## config.mk

```make
export PLATFORM = sky130hd
export DESIGN_NAME = gpio_bank_controller
export DESIGN_NICKNAME = d
export VERILOG_FILES = /design/src/rtl/gpio_ctrl_pkg.sv /design/src/rtl/rr_pending_selector.sv /design/src/rtl/gpio_bank_controller.sv
export SDC_FILE = /design/constraint.sdc
export NUM_CORES = 1
export LEC_CHECK = 0
export BUFFER_PORTS_ARGS = -buffer_cell sky130_fd_sc_hd__buf_2
export CORE_MARGIN = 2
export CORE_UTILIZATION = 28
export CTS_CLUSTER_SIZE = 30
export DETAILED_ROUTE_END_ITERATION = 7
export PLACE_DENSITY = 0.52
export SYNTH_ARGS = -nofsm -noshare
export SYNTH_HDL_FRONTEND = slang
export SYNTH_SLANG_ARGS = --single-unit
```

## constraint.sdc

```tcl
create_clock -name clk_i -period 10.4 [get_ports clk_i]
set_input_delay 1.56 -clock clk_i [delete_from_list [all_inputs] [get_ports clk_i]]
set_output_delay 1.56 -clock clk_i [all_outputs]
set_load 0.1 [all_outputs]
```

## src/rtl/gpio_ctrl_pkg.sv

```systemverilog
// Shared definitions for the GPIO bank controller: bus register map,
// claim response layout and the cell register select.
package gpio_ctrl_pkg;

  localparam int unsigned ADDR_W  = 3;
  localparam int unsigned DATA_W  = 32;
  localparam int unsigned ID_W    = 5;
  localparam int unsigned PTR_W   = ID_W;
  localparam int unsigned CSEL_W  = 2;
  localparam int unsigned RSVD_W  = DATA_W - ID_W - 1;

  localparam logic [ADDR_W-1:0] VALUE      = 3'd0;
  localparam logic [ADDR_W-1:0] DIRECTION  = 3'd1;
  localparam logic [ADDR_W-1:0] INT_ENABLE = 3'd2;
  localparam logic [ADDR_W-1:0] PENDING    = 3'd3;
  localparam logic [ADDR_W-1:0] CLAIM      = 3'd4;

  typedef struct packed {
    logic              valid;
    logic [RSVD_W-1:0] reserved;
    logic [ID_W-1:0]   id;
  } claim_resp_t;

  typedef enum logic [CSEL_W-1:0] {
    CELL_VALUE      = 2'd0,
    CELL_DIRECTION  = 2'd1,
    CELL_INT_ENABLE = 2'd2
  } cell_reg_e;

endpackage

```

## src/rtl/rr_pending_selector.sv

```systemverilog
// Round-robin pick: first set pending bit at or above the pointer,
// wrapping modulo GPIO_NUMBER.
module rr_pending_selector
  import gpio_ctrl_pkg::*;
#(
  parameter int unsigned GPIO_NUMBER = 8
) (
  input  logic [GPIO_NUMBER-1:0] pending_i,
  input  logic [PTR_W-1:0]       pointer_i,
  output logic                   valid_o,
  output logic [ID_W-1:0]        id_o
);

  logic [2*GPIO_NUMBER-1:0] doubled;
  logic [GPIO_NUMBER-1:0]   rot;
  logic                     found;
  logic [ID_W:0]            offset;
  logic [ID_W:0]            sum;

  // Rotate so bit 0 of rot is the pending bit at the pointer.
  assign doubled = {pending_i, pending_i} >> pointer_i;
  assign rot     = doubled[GPIO_NUMBER-1:0];

  always_comb begin
    found  = 1'b0;
    offset = '0;
    for (int unsigned k = 0; k < GPIO_NUMBER; k++) begin
      if (!found && rot[k]) begin
        found  = 1'b1;
        offset = (ID_W+1)'(k);
      end
    end
  end

  assign sum     = (ID_W+1)'(pointer_i) + offset;
  assign id_o    = (sum >= (ID_W+1)'(GPIO_NUMBER)) ? ID_W'(sum - (ID_W+1)'(GPIO_NUMBER))
                                                   : ID_W'(sum);
  assign valid_o = found;

endmodule

```

## src/rtl/gpio_bank_controller.sv

```systemverilog
// Bus front end for a bank of single-pin gpio cells: register passthrough,
// edge-latched pending interrupts, round-robin CLAIM and aggregated interrupt.
module gpio_bank_controller
  import gpio_ctrl_pkg::*;
#(
  parameter int unsigned GPIO_NUMBER = 8
) (
  input  logic                   clk_i,
  input  logic                   rst_n_i,
  input  logic                   write_i,
  input  logic [ADDR_W-1:0]      write_address_i,
  input  logic [DATA_W-1:0]      write_data_i,
  input  logic                   read_i,
  input  logic [ADDR_W-1:0]      read_address_i,
  output logic [DATA_W-1:0]      read_data_o,
  output logic                   read_valid_o,
  output logic [GPIO_NUMBER-1:0] gpio_write_o,
  output logic [CSEL_W-1:0]      gpio_write_address_o,
  output logic [GPIO_NUMBER-1:0] gpio_write_data_o,
  output logic [CSEL_W-1:0]      gpio_read_address_o,
  input  logic [GPIO_NUMBER-1:0] gpio_read_data_i,
  input  logic [GPIO_NUMBER-1:0] gpio_interrupt_i,
  output logic                   interrupt_o
);

  localparam logic [GPIO_NUMBER-1:0] ONE_HOT0 = GPIO_NUMBER'(1);

  logic [GPIO_NUMBER-1:0] pending_q, pending_d;
  logic [GPIO_NUMBER-1:0] prev_q;
  logic [GPIO_NUMBER-1:0] rise;
  logic [GPIO_NUMBER-1:0] clr_mask;
  logic [PTR_W-1:0]       ptr_q, ptr_d;
  logic [ID_W:0]          id_inc;
  logic                   sel_valid;
  logic [ID_W-1:0]        sel_id;
  logic                   wr_cell;
  logic                   wr_pending;
  logic                   claim_fire;
  claim_resp_t            claim_resp;
  logic [DATA_W-1:0]      read_data_q, read_data_d;
  logic                   read_valid_q;
  logic                   interrupt_q;
  logic                   unused_wdata;

  // Upper data bits beyond the bank width carry no meaning.
  assign unused_wdata = ^write_data_i;

  // Cell register writes pass straight through in the request cycle.
  assign wr_cell              = write_i && (write_address_i <= INT_ENABLE);
  assign gpio_write_o         = wr_cell ? '1 : '0;
  assign gpio_write_address_o = write_i ? write_address_i[CSEL_W-1:0] : CELL_VALUE;
  assign gpio_write_data_o    = write_i ? write_data_i[GPIO_NUMBER-1:0] : '0;
  assign gpio_read_address_o  = read_address_i[CSEL_W-1:0];

  rr_pending_selector #(
    .GPIO_NUMBER (GPIO_NUMBER)
  ) u_sel (
    .pending_i (pending_q),
    .pointer_i (ptr_q),
    .valid_o   (sel_valid),
    .id_o      (sel_id)
  );

  assign wr_pending = write_i && (write_address_i == PENDING);
  assign claim_fire = read_i && (read_address_i == CLAIM) && sel_valid;

  always_comb begin
    claim_resp          = '0;
    claim_resp.valid    = sel_valid;
    claim_resp.reserved = '0;
    claim_resp.id       = sel_valid ? sel_id : '0;
  end

  // New rising edges are OR-ed in after clears so a coincident set wins.
  always_comb begin
    rise     = gpio_interrupt_i & ~prev_q;
    clr_mask = '0;
    if (wr_pending) begin
      clr_mask = clr_mask | write_data_i[GPIO_NUMBER-1:0];
    end
    if (claim_fire) begin
      clr_mask = clr_mask | (ONE_HOT0 << sel_id);
    end
    pending_d = (pending_q & ~clr_mask) | rise;
  end

  always_comb begin
    id_inc = {1'b0, sel_id} + (ID_W+1)'(1);
    ptr_d  = ptr_q;
    if (claim_fire) begin
      ptr_d = (id_inc >= (ID_W+1)'(GPIO_NUMBER)) ? '0 : id_inc[ID_W-1:0];
    end
  end

  // Read response source; pending is sampled before any same-cycle update.
  always_comb begin
    read_data_d = read_data_q;
    if (read_i) begin
      case (read_address_i)
        VALUE, DIRECTION, INT_ENABLE: read_data_d = DATA_W'(gpio_read_data_i);
        PENDING:                      read_data_d = DATA_W'(pending_q);
        CLAIM:                        read_data_d = claim_resp;
        default:                      read_data_d = '0;
      endcase
    end
  end

  always_ff @(posedge clk_i or negedge rst_n_i) begin
    if (!rst_n_i) begin
      pending_q    <= '0;
      prev_q       <= '0;
      ptr_q        <= '0;
      read_data_q  <= '0;
      read_valid_q <= 1'b0;
      interrupt_q  <= 1'b0;
    end else begin
      pending_q    <= pending_d;
      prev_q       <= gpio_interrupt_i;
      ptr_q        <= ptr_d;
      read_data_q  <= read_data_d;
      read_valid_q <= read_i;
      interrupt_q  <= |pending_q;
    end
  end

  assign read_data_o  = read_data_q;
  assign read_valid_o = read_valid_q;
  assign interrupt_o  = interrupt_q;

endmodule
```

==> impl_metrics.xml, run 1 <==
<?xml version="1.0" encoding="UTF-8"?>
<metrics>
  <group name="outcome">
    <metric name="run_status" unit="">finished, final reports clean</metric>
  </group>
  <group name="logic_synthesis">
    <metric name="synth-edff-count" unit="">0</metric>
    <metric name="synth-main-ff-cell" unit="">dfrtp_1</metric>
    <metric name="ys_ff_latch" unit="">32</metric>
    <metric name="synth_seq_area_share" unit="%">32.4</metric>
    <metric name="asyncSetResetFlopFracSynth" unit="%">100</metric>
    <metric name="synthesis.area" unit="um2">2470</metric>
    <metric name="postSynthAreaPerCell" unit="um2">9.04</metric>
    <metric name="ys_warn_count" unit="">0</metric>
    <metric name="synth_cells" unit="">273</metric>
    <metric name="yosysUniqueCellTypes" unit="">62</metric>
  </group>
  <group name="floorplanning">
    <metric name="die_area" unit="um2">9580</metric>
    <metric name="floorplan.die.height" unit="um">97.9</metric>
    <metric name="die_w" unit="um">97.9</metric>
    <metric name="placeableCoreArea" unit="um2">8640</metric>
    <metric name="rows" unit="">34</metric>
    <metric name="ios" unit="">112</metric>
    <metric name="floorplan.initialDensity" unit="%">28.6</metric>
  </group>
  <group name="sta">
    <metric name="rsz0062_at_grt" unit="">no</metric>
    <metric name="drv_slew" unit="">0</metric>
    <metric name="timing_worst_slew_pin_value" unit="ps">949</metric>
    <metric name="layout_worst_path_cycle_share" unit="%">47.5</metric>
    <metric name="layout_min_cycle_time" unit="ps">4940</metric>
    <metric name="clock-skew-final" unit="ps">3.32</metric>
    <metric name="max_freq" unit="GHz">0.202</metric>
    <metric name="slew-limit-headroom" unit="%">35.9</metric>
    <metric name="setup_tns" unit="ps">0</metric>
    <metric name="hold-worst-slack" unit="ps">425</metric>
    <metric name="final-setup-viol-count" unit="">0</metric>
    <metric name="final-hold-violation-count" unit="">0</metric>
    <metric name="setup_slack" unit="ps">5460</metric>
  </group>
  <group name="job">
    <metric name="cap_violations" unit="">0</metric>
  </group>
  <group name="placement">
    <metric name="placed_area" unit="um2">2710</metric>
    <metric name="detailed_place_hpwl" unit="um">4850</metric>
    <metric name="preCtsSetupSlack" unit="ps">5540</metric>
    <metric name="port_buffers" unit="">64</metric>
    <metric name="place.gp.congestion" unit="">0.824</metric>
    <metric name="placed_cells" unit="">425</metric>
  </group>
  <group name="grt">
    <metric name="grt_pass1_wl" unit="um">10300</metric>
    <metric name="tot_gr_track_use" unit="%">13.2</metric>
    <metric name="grt_remaining_overflow" unit="">0</metric>
    <metric name="met3_usage" unit="%">2.65</metric>
    <metric name="global_route.usage.met2" unit="%">21.2</metric>
    <metric name="maximum_number_of_pins_on_one_net_before_global_route_repair" unit="">33</metric>
    <metric name="antenna_found_initial" unit="">0</metric>
    <metric name="top_usage_layer" unit="">met2</metric>
    <metric name="number_of_global_route_vias_before_repair" unit="">2046</metric>
    <metric name="grt_util_met1" unit="%">18.0</metric>
  </group>
  <group name="worst_setup_path">
    <metric name="worst-path-max-fanout" unit="">13</metric>
    <metric name="endpoint_kind" unit="">flop</metric>
    <metric name="path_delay_family" unit="">simple AND/OR/NAND/NOR gates</metric>
    <metric name="slowest_stage" unit="">dfrtp_1</metric>
    <metric name="crit_path_start_kind" unit="">flop</metric>
    <metric name="worst_ep_required_time" unit="ps">10570</metric>
    <metric name="slowest_delay" unit="ps">690</metric>
    <metric name="crit_path_frequent_cell" unit="">mux2i_1</metric>
    <metric name="worst-setup-path-type" unit="">reg -&gt; reg</metric>
    <metric name="worstPathArrival" unit="ps">5110</metric>
    <metric name="critPathBufInv" unit="">1</metric>
    <metric name="crit_path_cell_trace" unit="">mux2i_1 &gt; mux2i_1 &gt; a32o_1 &gt; nor4_4 &gt; nand4_1 &gt; o21ai_0 &gt; ha_1 &gt; inv_1 &gt; fa_1 &gt; nand2b_1 &gt; nor4_2 &gt; mux2i_1 &gt; or4_1 &gt; a21oi_1 &gt; o22ai_1</metric>
  </group>
  <group name="layout">
    <metric name="antenna_cells_inserted" unit="">0</metric>
    <metric name="proportion_of_layout_cells_with_a_drive_suffix_above_1" unit="%">28.3</metric>
    <metric name="final_core_util" unit="%">32.3</metric>
    <metric name="synthToLayoutAreaGrowth" unit="%">13.1</metric>
    <metric name="final.fill_count" unit="">920</metric>
    <metric name="sequential_cell_area" unit="um2">801</metric>
    <metric name="finalNonFillerCells" unit="">433</metric>
    <metric name="multi_input_area" unit="um2">1380</metric>
    <metric name="finish.instance_area" unit="um2">2790</metric>
    <metric name="num-nets-final" unit="">388</metric>
  </group>
  <group name="clock_network">
    <metric name="clock_sinks" unit="">32</metric>
    <metric name="cts_resized" unit="">0</metric>
    <metric name="worstSkewPairLatency" unit="ps">290</metric>
    <metric name="cts_hold_repair.buffers" unit="">0</metric>
    <metric name="cts_max_level" unit="">2</metric>
    <metric name="cts_setup_buffers" unit="">0</metric>
    <metric name="cts.reportedPaths.clkPinSlew" unit="ps">70</metric>
    <metric name="cts-buffers-inserted" unit="">5</metric>
    <metric name="clockBufferDepth" unit="">2</metric>
    <metric name="cts.root.buffer_cell" unit="">clkbuf_8</metric>
    <metric name="tritoncts" unit="">done</metric>
  </group>
  <group name="drt">
    <metric name="viasPerCell" unit="">4.89</metric>
    <metric name="drt_iter0_markers" unit="">109</metric>
    <metric name="ant_nets" unit="">0</metric>
    <metric name="vias" unit="">2117</metric>
    <metric name="firstDrtPassIters" unit="">4</metric>
    <metric name="drc_errors" unit="">0</metric>
    <metric name="routedWlPerCell" unit="um">14.5</metric>
    <metric name="routed_wl" unit="um">6290</metric>
  </group>
  <group name="pwr">
    <metric name="ir_drop" unit="uV">90.6</metric>
    <metric name="pwr_density_cell" unit="nW/um2">256</metric>
    <metric name="power.total" unit="mW">0.714</metric>
    <metric name="power_leakage" unit="nW">1.37</metric>
  </group>
  <group name="worst_hold_path">
    <metric name="holdCritPathClass" unit="">reg -&gt; reg</metric>
  </group>
</metrics>
worst register-to-register path: cells and delay by family, from the launching register on:
kind | cells | cell delay (ps)
AND/OR/NAND/NOR | 5 | 1890
multiplexers | 3 | 790
adder cells (fa/ha/maj) | 2 | 720
flip-flops | 1 | 690
AO/OA/AOI/OAI | 4 | 680
buffers and inverters | 1 | 60
cell type report:
cell class	count	share of cell area, %
inverters	18	2.42
multi-input cells	203	49.5
well taps	108	4.84
repair buffers	64	11.5
clock buffers	5	2.46
clock inverters	3	0.672
flip-flops and latches	32	28.7
sequential cells by signal, summed over array words and instances (netlist names):
| signal | cells |
|---|---|
| read_data_o | 9 |
| read_valid_o | 1 |
| pending_q | 8 |
| interrupt_o | 1 |
| prev_q | 8 |
| ptr_q | 5 |
report_power, final:
part / switching [mW] / internal, mW
registers: 0.0357 / 0.143
logic: 0.301 / 0.139
clock network: 0.0496 / 0.0466
total: 0.386 / 0.329
synth_stat cells (all sizes together), types with 2 or more instances:
cell     count  share of area [%]
mux2i       20                8.1
a211oi       2               0.61
a221o        4                1.6
xnor2        2               0.71
or2          2               0.51
buf         38                 12
nor4         4                1.9
a2111oi      2               0.71
nor2        11                2.0
o22ai        7                1.8
and2        11                2.8
o21ai        4               0.81
and2b        2               0.71
o221ai       2               0.71
a21boi       2                1.1
nand2b       5                1.3
nand2       30                4.6
nand3       12                2.4
dfrtp       32                 32
a22oi        5                1.5
nor3         2               0.61
clkbuf       4               0.61
inv         18                2.7
ha           5                2.5
a21oi       11                2.2
o2bb2ai      3                1.1
a32o         3                1.3
a21o         3               0.91
a22o         3                1.1
mux2         2               0.91
nand3b       2               0.61
final timing paths:
check / cells after the start / from / slack [ps] / to
worst max-delay path: 15 / ptr_q[0] / 5460 / pending_q[6]
min in group asynchronous: 1 / rst_n_i / 1340 / prev_q[5]
worst max register to register: 15 / ptr_q[0] / 5460 / pending_q[6]
worst min register to register: 1 / prev_q[1] / 420 / pending_q[1]
worst min-delay path: 1 / prev_q[1] / 420 / pending_q[1]
max in group asynchronous: 1 / rst_n_i / 8590 / pending_q[0]
routing by layer:
| layer | share of wire (%) | vias to the layer above | wire length (um) |
|---|---|---|---|
| met5 | 0 | - | 0 |
| li1 | - | 1027 | - |
| met1 | 47 | 1018 | 2930 |
| met3 | 4.8 | 7 | 301 |
| met2 | 48 | 65 | 3000 |
| met4 | 1.0 | 0 | 66 |
logic make-up (layout without fill, tap and decap cells):
kind of cell,count (synthesis),after routing,synth area share (%)
adders and majority gates,6,6,3.35
buffers and inverters,60,90,15.0
other,1,23,0.152
xor gates and xnor gates,3,3,1.06
AOI/OAI and AO/OA,60,60,18.9
and+or+nand+nor,89,89,20.2
DFF,32,32,32.4
muxes,22,22,9.02
layout by cell type (no fill, tap or decap), types with 4 or more instances in the layout:
cell / synthesis / routed
inv_2: 4 / 4
nand2_1: 30 / 30
inv_1: 14 / 14
conb_1: 1 / 23
ha_1: 5 / 5
a221o_1: 4 / 4
dfrtp_1: 32 / 32
clkbuf_8: 0 / 5
a21oi_1: 11 / 11
nand3_1: 12 / 12
nor2_1: 10 / 10
nand2b_1: 5 / 5
buf_2: 1 / 64
o22ai_1: 7 / 7
mux2i_1: 20 / 20
o21ai_0: 4 / 4
and2_1: 10 / 10
a22oi_1: 5 / 5
No activity file was read; power rests on OpenSTA's default activity.
==> run 2: changes to the inputs <==
--- a/config.mk
+++ b/config.mk
@@ -5,12 +5,13 @@
 export SDC_FILE = /design/constraint.sdc
 export NUM_CORES = 1
 export LEC_CHECK = 0
+export ABC_AREA = 1
 export BUFFER_PORTS_ARGS = -buffer_cell sky130_fd_sc_hd__buf_2
 export CORE_MARGIN = 2
 export CORE_UTILIZATION = 28
 export CTS_CLUSTER_SIZE = 30
 export DETAILED_ROUTE_END_ITERATION = 7
-export PLACE_DENSITY = 0.52
+export PLACE_DENSITY = 0.54
 export SYNTH_ARGS = -nofsm -noshare
 export SYNTH_HDL_FRONTEND = slang
 export SYNTH_SLANG_ARGS = --single-unit
==> constraint.sdc (replaced) <==
create_clock -name clk_i -period 4.3 [get_ports clk_i]
set_input_delay 0.645 -clock clk_i [delete_from_list [all_inputs] [get_ports clk_i]]
set_output_delay 0.645 -clock clk_i [all_outputs]
set_load 0.1 [all_outputs]
==> impl_metrics.xml, run 2 <==
<?xml version="1.0" encoding="UTF-8"?>
<metrics>
  <group name="drt">
    <metric name="vias" unit="">2472</metric>
    <metric name="routedWlPerCell" unit="um">11.2</metric>
    <metric name="drt_iter0_markers" unit="">106</metric>
    <metric name="viasPerCell" unit="">4.42</metric>
    <metric name="drc_errors" unit="">0</metric>
    <metric name="met2_length" unit="um">3000</metric>
    <metric name="firstDrtPassIters" unit="">6</metric>
    <metric name="routed_wl" unit="um">6240</metric>
    <metric name="ant_nets" unit="">0</metric>
    <metric name="total_length_of_routed_met3_wires" unit="um">372</metric>
    <metric name="topRoutingLayerUsed" unit="">met4</metric>
    <metric name="met1_length" unit="um">2800</metric>
  </group>
  <group name="grt">
    <metric name="maximum_number_of_pins_on_one_net_before_global_route_repair" unit="">33</metric>
    <metric name="grt_remaining_overflow" unit="">0</metric>
    <metric name="antenna_found_initial" unit="">0</metric>
    <metric name="grt_pass1_wl" unit="um">10700</metric>
    <metric name="number_of_global_route_vias_before_repair" unit="">2398</metric>
    <metric name="tot_gr_track_use" unit="%">12.8</metric>
  </group>
  <group name="sta">
    <metric name="final-hold-violation-count" unit="">0</metric>
    <metric name="drv_slew" unit="">0</metric>
    <metric name="slew-limit-headroom" unit="%">43.8</metric>
    <metric name="rsz0062_at_grt" unit="">no</metric>
    <metric name="final-setup-viol-count" unit="">0</metric>
    <metric name="layout_worst_path_cycle_share" unit="%">89.2</metric>
    <metric name="layout_min_cycle_time" unit="ps">3830</metric>
    <metric name="clock-skew-final" unit="ps">10.5</metric>
    <metric name="max_freq" unit="GHz">0.261</metric>
    <metric name="setup_tns" unit="ps">0</metric>
    <metric name="timing_worst_slew_pin_value" unit="ps">836</metric>
  </group>
  <group name="clock_network">
    <metric name="worstSkewPairLatency" unit="ps">290</metric>
    <metric name="cts-buffers-inserted" unit="">5</metric>
    <metric name="cts_hold_repair.buffers" unit="">0</metric>
    <metric name="clockBufferDepth" unit="">2</metric>
    <metric name="cts_max_level" unit="">2</metric>
    <metric name="cts.reportedPaths.clkPinSlew" unit="ps">80</metric>
    <metric name="tritoncts" unit="">done</metric>
    <metric name="clock_sinks" unit="">32</metric>
    <metric name="cts.root.buffer_cell" unit="">clkbuf_8</metric>
  </group>
  <group name="logic_synthesis">
    <metric name="synth.area.top_cells" unit="">dfrtp_1 (31%), nand2_1 (19%), buf_4 (9.5%)</metric>
    <metric name="ys_ff_latch" unit="">32</metric>
    <metric name="synthesis.area" unit="um2">2620</metric>
    <metric name="synth-main-ff-cell" unit="">dfrtp_1</metric>
    <metric name="yosysUniqueCellTypes" unit="">34</metric>
    <metric name="post-synth-top-area-fraction" unit="%">30.5</metric>
    <metric name="synthAdderAreaFrac" unit="%">3.15</metric>
    <metric name="yosys.cell_count.top_type" unit="">nand2_1</metric>
    <metric name="synth-simple-area-share" unit="%">36.8</metric>
    <metric name="synth_seq_area_share" unit="%">30.5</metric>
    <metric name="synth_top_family_by_area" unit="">simple AND/OR/NAND/NOR gates</metric>
    <metric name="netlist_top_cells_count" unit="">nand2_1 (132), inv_1 (52), nand3_1 (46)</metric>
    <metric name="asyncSetResetFlopFracSynth" unit="%">100</metric>
    <metric name="post-synth-top-area-cell" unit="">dfrtp_1</metric>
    <metric name="synth-edff-count" unit="">0</metric>
    <metric name="postSynthAreaPerCell" unit="um2">6.76</metric>
    <metric name="synth.area.mux_share" unit="%">0</metric>
    <metric name="post_synth_xor_area_fraction" unit="%">1.00</metric>
    <metric name="ys_warn_count" unit="">0</metric>
    <metric name="synth_compound_area_share" unit="%">8.40</metric>
    <metric name="synth_cells" unit="">388</metric>
  </group>
  <group name="layout">
    <metric name="sequential_cell_area" unit="um2">803</metric>
    <metric name="synthToLayoutAreaGrowth" unit="%">14.5</metric>
    <metric name="final_core_util" unit="%">32.8</metric>
    <metric name="num-nets-final" unit="">511</metric>
    <metric name="leading_cell_type_in_the_layout_fill_and_taps_excluded" unit="">nand2_1</metric>
    <metric name="final.fill_count" unit="">1032</metric>
    <metric name="proportion_of_layout_cells_with_a_drive_suffix_above_1" unit="%">23.7</metric>
    <metric name="largest_register_ffs" unit="">9</metric>
    <metric name="antenna_cells_inserted" unit="">0</metric>
    <metric name="multi_input_area" unit="um2">1380</metric>
    <metric name="mostFrequentLayoutCells" unit="">nand2_1 (132), buf_2 (64), inv_1 (52)</metric>
  </group>
  <group name="worst_setup_path">
    <metric name="startpoint" unit="">ptr_q[1]</metric>
    <metric name="worst-setup-path-type" unit="">reg -&gt; reg</metric>
    <metric name="endpoint_kind" unit="">flop</metric>
    <metric name="worst_ep_required_time" unit="ps">4480</metric>
    <metric name="worstPathArrival" unit="ps">4010</metric>
    <metric name="worst-r2r-cell-count" unit="">25</metric>
    <metric name="reg2reg_slack" unit="ps">470</metric>
    <metric name="timing.rr.start" unit="">ptr_q[1]</metric>
    <metric name="worst-path-max-fanout" unit="">9</metric>
    <metric name="capture_point_of_the_worst_reg_to_reg_path" unit="">pending_q[2]</metric>
    <metric name="crit_path_start_kind" unit="">flop</metric>
  </group>
  <group name="placement">
    <metric name="port_buffers" unit="">64</metric>
    <metric name="place.gp.congestion" unit="">0.850</metric>
    <metric name="detailed_place_hpwl" unit="um">4920</metric>
  </group>
  <group name="floorplanning">
    <metric name="rows" unit="">35</metric>
    <metric name="floorplan.initialDensity" unit="%">28.6</metric>
    <metric name="ios" unit="">112</metric>
    <metric name="die_w" unit="um">101</metric>
    <metric name="die_area" unit="um2">10200</metric>
    <metric name="placeableCoreArea" unit="um2">9150</metric>
    <metric name="floorplan.die.height" unit="um">101</metric>
  </group>
  <group name="outcome">
    <metric name="run_status" unit="">finished, final reports clean</metric>
  </group>
  <group name="pwr">
    <metric name="ir_drop" unit="uV">266</metric>
    <metric name="pwr_density_cell" unit="nW/um2">690</metric>
    <metric name="power_leakage" unit="nW">1.80</metric>
  </group>
  <group name="worst_hold_path">
    <metric name="holdCritPathClass" unit="">in -&gt; async</metric>
  </group>
  <group name="job">
    <metric name="cap_violations" unit="">0</metric>
  </group>
</metrics>
==> run 2: worst max-delay path by stage <==
stage,end,cells after the start
final,pending_q[2],25
after global routing,pending_q[0],28
after CTS,pending_q[2],26
after detailed placement,pending_q[2],26
after global placement,pending_q[2],26
after floorplan,ptr_q[1],25
==> run 2: cells by family (layout without fill, tap and decap cells) <==
logic type / after synthesis / after routing
flip-flops: 32 / 32
XOR/XNOR: 3 / 3
other: 1 / 23
AO/OA/AOI/OAI: 31 / 31
buffers and inverters: 98 / 136
AND/OR/NAND/NOR: 217 / 217
adder cells (fa/ha/maj): 6 / 6
==> run 2: area by class of cell <==
class | instances | share of cell area [%]
inverters | 58 | 7.25
well taps | 111 | 4.63
flip-flops and latches | 32 | 26.8
clock buffers | 6 | 2.75
multi-input cells | 280 | 45.9
repair buffers | 70 | 12.2
clock inverters | 2 | 0.500
==> run 2: what timing repair did <==
| action | CTS | global route |
|---|---|---|
| endpoints found under the setup margin | 0 | 12 |
| hold endpoints to repair | 0 | 0 |
| buffers inserted | 0 | 4 |
| resized for setup | 0 | 2 |
==> run 2: metal layers <==
layer	GRT usage (%)	vias up
met5	0	-
met4	3.69	0
met3	1.60	4
met2	22.1	92
met1	16.9	1108
li1	-	1268
==> run 2: where the power goes <==
group	internal, mW	switching [mW]	leakage, nW	total [mW]
Combinational	0.405	0.994	1.39	1.40
Sequential	0.351	0.0727	0.368	0.424
Clock	0.130	0.120	0.0434	0.249
==> run 2: worst max-delay path, cell delays in order, from the launching register on <==
cell       delay, ps
dfrtp_2          480
inv_2            180
nand3_1          150
nand3_1          100
nand3_1          100
nand2_2          100
nand2_4           60
nor3_4           250
nand3_1          110
nor2_1           140
inv_1             50
o2111ai_1         90
ha_1             220
inv_1             50
fa_1             370
nor2_1           110
inv_1             60
a21oi_2          180
xor2_1            90
inv_1             60
o22ai_1           70
buf_4            170
nor3_1           220
nand2_1          100
o21bai_2         150
nand2_1           60
==> run 2: per-stage QoR <==
stage / area (um2) / std cells / hold slack (ps) / power (mW) / setup WS, ps
final: 3000 / 559 / 408 / 2.07 / 466
after global routing: 3000 / 559 / 469 / 2.29 / 13.0
after CTS: 2970 / 555 / 436 / 2.06 / 246
after detailed placement: 2870 / 547 / 464 / 1.80 / 280
after global placement: 2870 / 547 / 462 / 1.78 / 343
after floorplan: 2700 / 410 / 349 / 1.56 / 910
==> run 3: changes to the inputs <==
--- a/config.mk
+++ b/config.mk
@@ -7,6 +7,7 @@
 export LEC_CHECK = 0
 export ABC_AREA = 1
 export BUFFER_PORTS_ARGS = -buffer_cell sky130_fd_sc_hd__buf_2
+export CAP_MARGIN = 15
 export CORE_MARGIN = 2
 export CORE_UTILIZATION = 28
 export CTS_CLUSTER_SIZE = 30
==> constraint.sdc (replaced) <==
create_clock -name clk_i -period 3.1 [get_ports clk_i]
set_input_delay 0.465 -clock clk_i [delete_from_list [all_inputs] [get_ports clk_i]]
set_output_delay 0.465 -clock clk_i [all_outputs]
set_load 0.1 [all_outputs]
==> impl_metrics.xml, run 3 (synthesis gave the netlist of run 2 again) <==
<?xml version="1.0" encoding="UTF-8"?>
<metrics>
  <group name="sta">
    <metric name="timing_worst_slew_pin_value" unit="ps">852</metric>
    <metric name="layout_min_cycle_time" unit="ps">3460</metric>
    <metric name="slew-limit-headroom" unit="%">42.8</metric>
    <metric name="max_freq" unit="GHz">0.289</metric>
    <metric name="layout_worst_path_cycle_share" unit="%">111</metric>
    <metric name="final-setup-viol-count" unit="">13</metric>
    <metric name="rsz0062_at_grt" unit="">yes</metric>
    <metric name="setup_slack" unit="ps">-356</metric>
    <metric name="final-hold-violation-count" unit="">0</metric>
    <metric name="drv_slew" unit="">0</metric>
    <metric name="clock-skew-final" unit="ps">5.50</metric>
  </group>
  <group name="grt">
    <metric name="grt_pass1_wl" unit="um">11500</metric>
    <metric name="tot_gr_track_use" unit="%">13.9</metric>
    <metric name="grt_remaining_overflow" unit="">0</metric>
    <metric name="antenna_found_initial" unit="">0</metric>
    <metric name="maximum_number_of_pins_on_one_net_before_global_route_repair" unit="">33</metric>
    <metric name="number_of_global_route_vias_before_repair" unit="">2523</metric>
  </group>
  <group name="worst_setup_path">
    <metric name="worst_ep_required_time" unit="ps">3280</metric>
    <metric name="slowest_stage" unit="">dfrtp_2</metric>
    <metric name="endpoint_kind" unit="">flop</metric>
    <metric name="crit_path_cell_trace" unit="">clkbuf_16 &gt; buf_6 &gt; o211ai_1 &gt; nand3_1 &gt; a21oi_2 &gt; nor3_4 &gt; nand3_1 &gt; nor2_2 &gt; buf_4 &gt; nor2_2 &gt; nand2_1 &gt; ha_1 &gt; a21oi_1 &gt; nor2_1 &gt; nor2_2 &gt; xor2_1 &gt; buf_4 &gt; o22ai_4 &gt; nor3_2 &gt; nand2_1 &gt; o21bai_2 &gt; nand2_1</metric>
    <metric name="worst-r2r-cell-count" unit="">22</metric>
    <metric name="capture_point_of_the_worst_reg_to_reg_path" unit="">pending_q[5]</metric>
    <metric name="crit_path_start_kind" unit="">flop</metric>
    <metric name="worst-path-max-fanout" unit="">6</metric>
    <metric name="startpoint" unit="">ptr_q[0]</metric>
    <metric name="reg2reg_slack" unit="ps">-360</metric>
    <metric name="worst-setup-path-type" unit="">reg -&gt; reg</metric>
    <metric name="worstPathArrival" unit="ps">3630</metric>
    <metric name="slowest_delay" unit="ps">460</metric>
    <metric name="crit_path_end" unit="">pending_q[5]</metric>
    <metric name="timing.rr.start" unit="">ptr_q[0]</metric>
  </group>
  <group name="clock_network">
    <metric name="clockBufferDepth" unit="">2</metric>
    <metric name="cts.root.buffer_cell" unit="">clkbuf_8</metric>
    <metric name="tritoncts" unit="">done</metric>
    <metric name="cts.reportedPaths.clkPinSlew" unit="ps">70</metric>
    <metric name="cts_max_level" unit="">2</metric>
    <metric name="clock_sinks" unit="">32</metric>
    <metric name="worstSkewPairLatency" unit="ps">290</metric>
    <metric name="cts-buffers-inserted" unit="">5</metric>
  </group>
  <group name="outcome">
    <metric name="run_status" unit="">finished, violations left</metric>
    <metric name="failed_checks" unit="">setup timing</metric>
  </group>
  <group name="layout">
    <metric name="largest_register_ffs" unit="">9</metric>
    <metric name="num-nets-final" unit="">557</metric>
    <metric name="final.fill_count" unit="">982</metric>
    <metric name="multi_input_area" unit="um2">1590</metric>
    <metric name="leading_cell_type_in_the_layout_fill_and_taps_excluded" unit="">nand2_1</metric>
    <metric name="sequential_cell_area" unit="um2">802</metric>
    <metric name="proportion_of_layout_cells_with_a_drive_suffix_above_1" unit="%">41.1</metric>
    <metric name="synthToLayoutAreaGrowth" unit="%">37.5</metric>
    <metric name="mostFrequentLayoutCells" unit="">nand2_1 (112), buf_2 (64), inv_1 (47)</metric>
    <metric name="finish.instance_area" unit="um2">3600</metric>
    <metric name="finalNonFillerCells" unit="">605</metric>
    <metric name="antenna_cells_inserted" unit="">0</metric>
  </group>
  <group name="floorplanning">
    <metric name="rows" unit="">35</metric>
    <metric name="floorplan.die.height" unit="um">101</metric>
    <metric name="die_area" unit="um2">10200</metric>
    <metric name="die_w" unit="um">101</metric>
    <metric name="placeableCoreArea" unit="um2">9150</metric>
    <metric name="ios" unit="">112</metric>
    <metric name="floorplan.initialDensity" unit="%">28.6</metric>
  </group>
  <group name="pwr">
    <metric name="power_leakage" unit="nW">2.08</metric>
    <metric name="pwr_density_cell" unit="nW/um2">1070</metric>
    <metric name="ir_drop" unit="uV">402</metric>
  </group>
  <group name="drt">
    <metric name="ant_nets" unit="">0</metric>
    <metric name="vias" unit="">2666</metric>
    <metric name="routed_wl" unit="um">6930</metric>
    <metric name="firstDrtPassIters" unit="">4</metric>
    <metric name="routedWlPerCell" unit="um">11.5</metric>
    <metric name="drt_iter0_markers" unit="">70</metric>
    <metric name="drc_errors" unit="">0</metric>
    <metric name="viasPerCell" unit="">4.41</metric>
  </group>
  <group name="placement">
    <metric name="detailed_place_hpwl" unit="um">5430</metric>
    <metric name="preCtsSetupSlack" unit="ps">-470</metric>
    <metric name="placed_cells" unit="">589</metric>
    <metric name="port_buffers" unit="">64</metric>
    <metric name="placed_area" unit="um2">3240</metric>
    <metric name="place.gp.congestion" unit="">0.851</metric>
  </group>
  <group name="job">
    <metric name="cap_violations" unit="">0</metric>
  </group>
  <group name="worst_hold_path">
    <metric name="holdCritPathClass" unit="">in -&gt; async</metric>
  </group>
</metrics>
[run 3: cell count changes in the layout (fill, tap and decap cells not counted), sizes merged]
cell	delta
clkinvlp	-2
buf	+45
clkinv	+3
[run 3: worst max-delay path: cells and delay by family, from the launching register on]
kind / cells / cell delay (ps)
DFF: 1 / 460
AOI/OAI and AO/OA: 5 / 780
adders and majority gates: 1 / 270
buffers and inverters: 4 / 580
xor gates and xnor gates: 1 / 190
and+or+nand+nor: 11 / 1070
[run 3: where the power goes]
group          internal, mW  switching, mW  total (mW)
combinational          1.20           1.75        2.95
clock                 0.156          0.166       0.322
sequential            0.487         0.0844       0.571
[run 3: worst min-delay path by stage]
stage / from / to / slack (ps) / depth (start not counted)
CTS: rst_n_i / read_data_o[7] / 270 / 1
global placement: prev_q[7] / pending_q[7] / 460 / 3
floorplan: rst_n_i / interrupt_o / 170 / 0
detailed placement: prev_q[7] / pending_q[7] / 460 / 3
global route: gpio_interrupt_i[3] / prev_q[3] / 280 / 1
finish: rst_n_i / read_data_o[5] / 230 / 1
[run 3: area by class of cell]
| cell class | instances | area share, % |
|---|---|---|
| Sequential cell | 32 | 22.2 |
| Tap cell | 111 | 3.85 |
| Multi-Input combinational cell | 280 | 44.0 |
| Inverter | 58 | 6.18 |
| Clock inverter | 3 | 0.521 |
| Clock buffer | 5 | 1.91 |
| Timing Repair Buffer | 116 | 21.3 |
[run 3: stage by stage]
stage	setup TNS (ps)	hold slack (ps)	power, mW	util, %
floorplan	-1120	169	2.19	-
global placement	-4300	464	2.97	35.4
detailed placement	-5370	464	3.00	35.4
CTS	-5080	265	3.45	36.9
global route	-7980	284	4.14	39.4
finish	-4180	233	3.84	39.4
[run 3: timing repair]
item,in CTS,in global routing
pin swaps,12,24
buffers inserted,2,5
gates resized for setup,11,49
gates cloned,0,1
hold buffers,0,0
endpoints found under the setup margin,14,15
[run 3: metal layers]
metal / up-vias / global-route usage (%) / wire (um)
li1: 1365 / - / -
met1: 1227 / 17.8 / 3230
met2: 67 / 24.3 / 3390
met3: 7 / 1.80 / 243
met4: 0 / 4.53 / 73
met5: - / 0 / 0
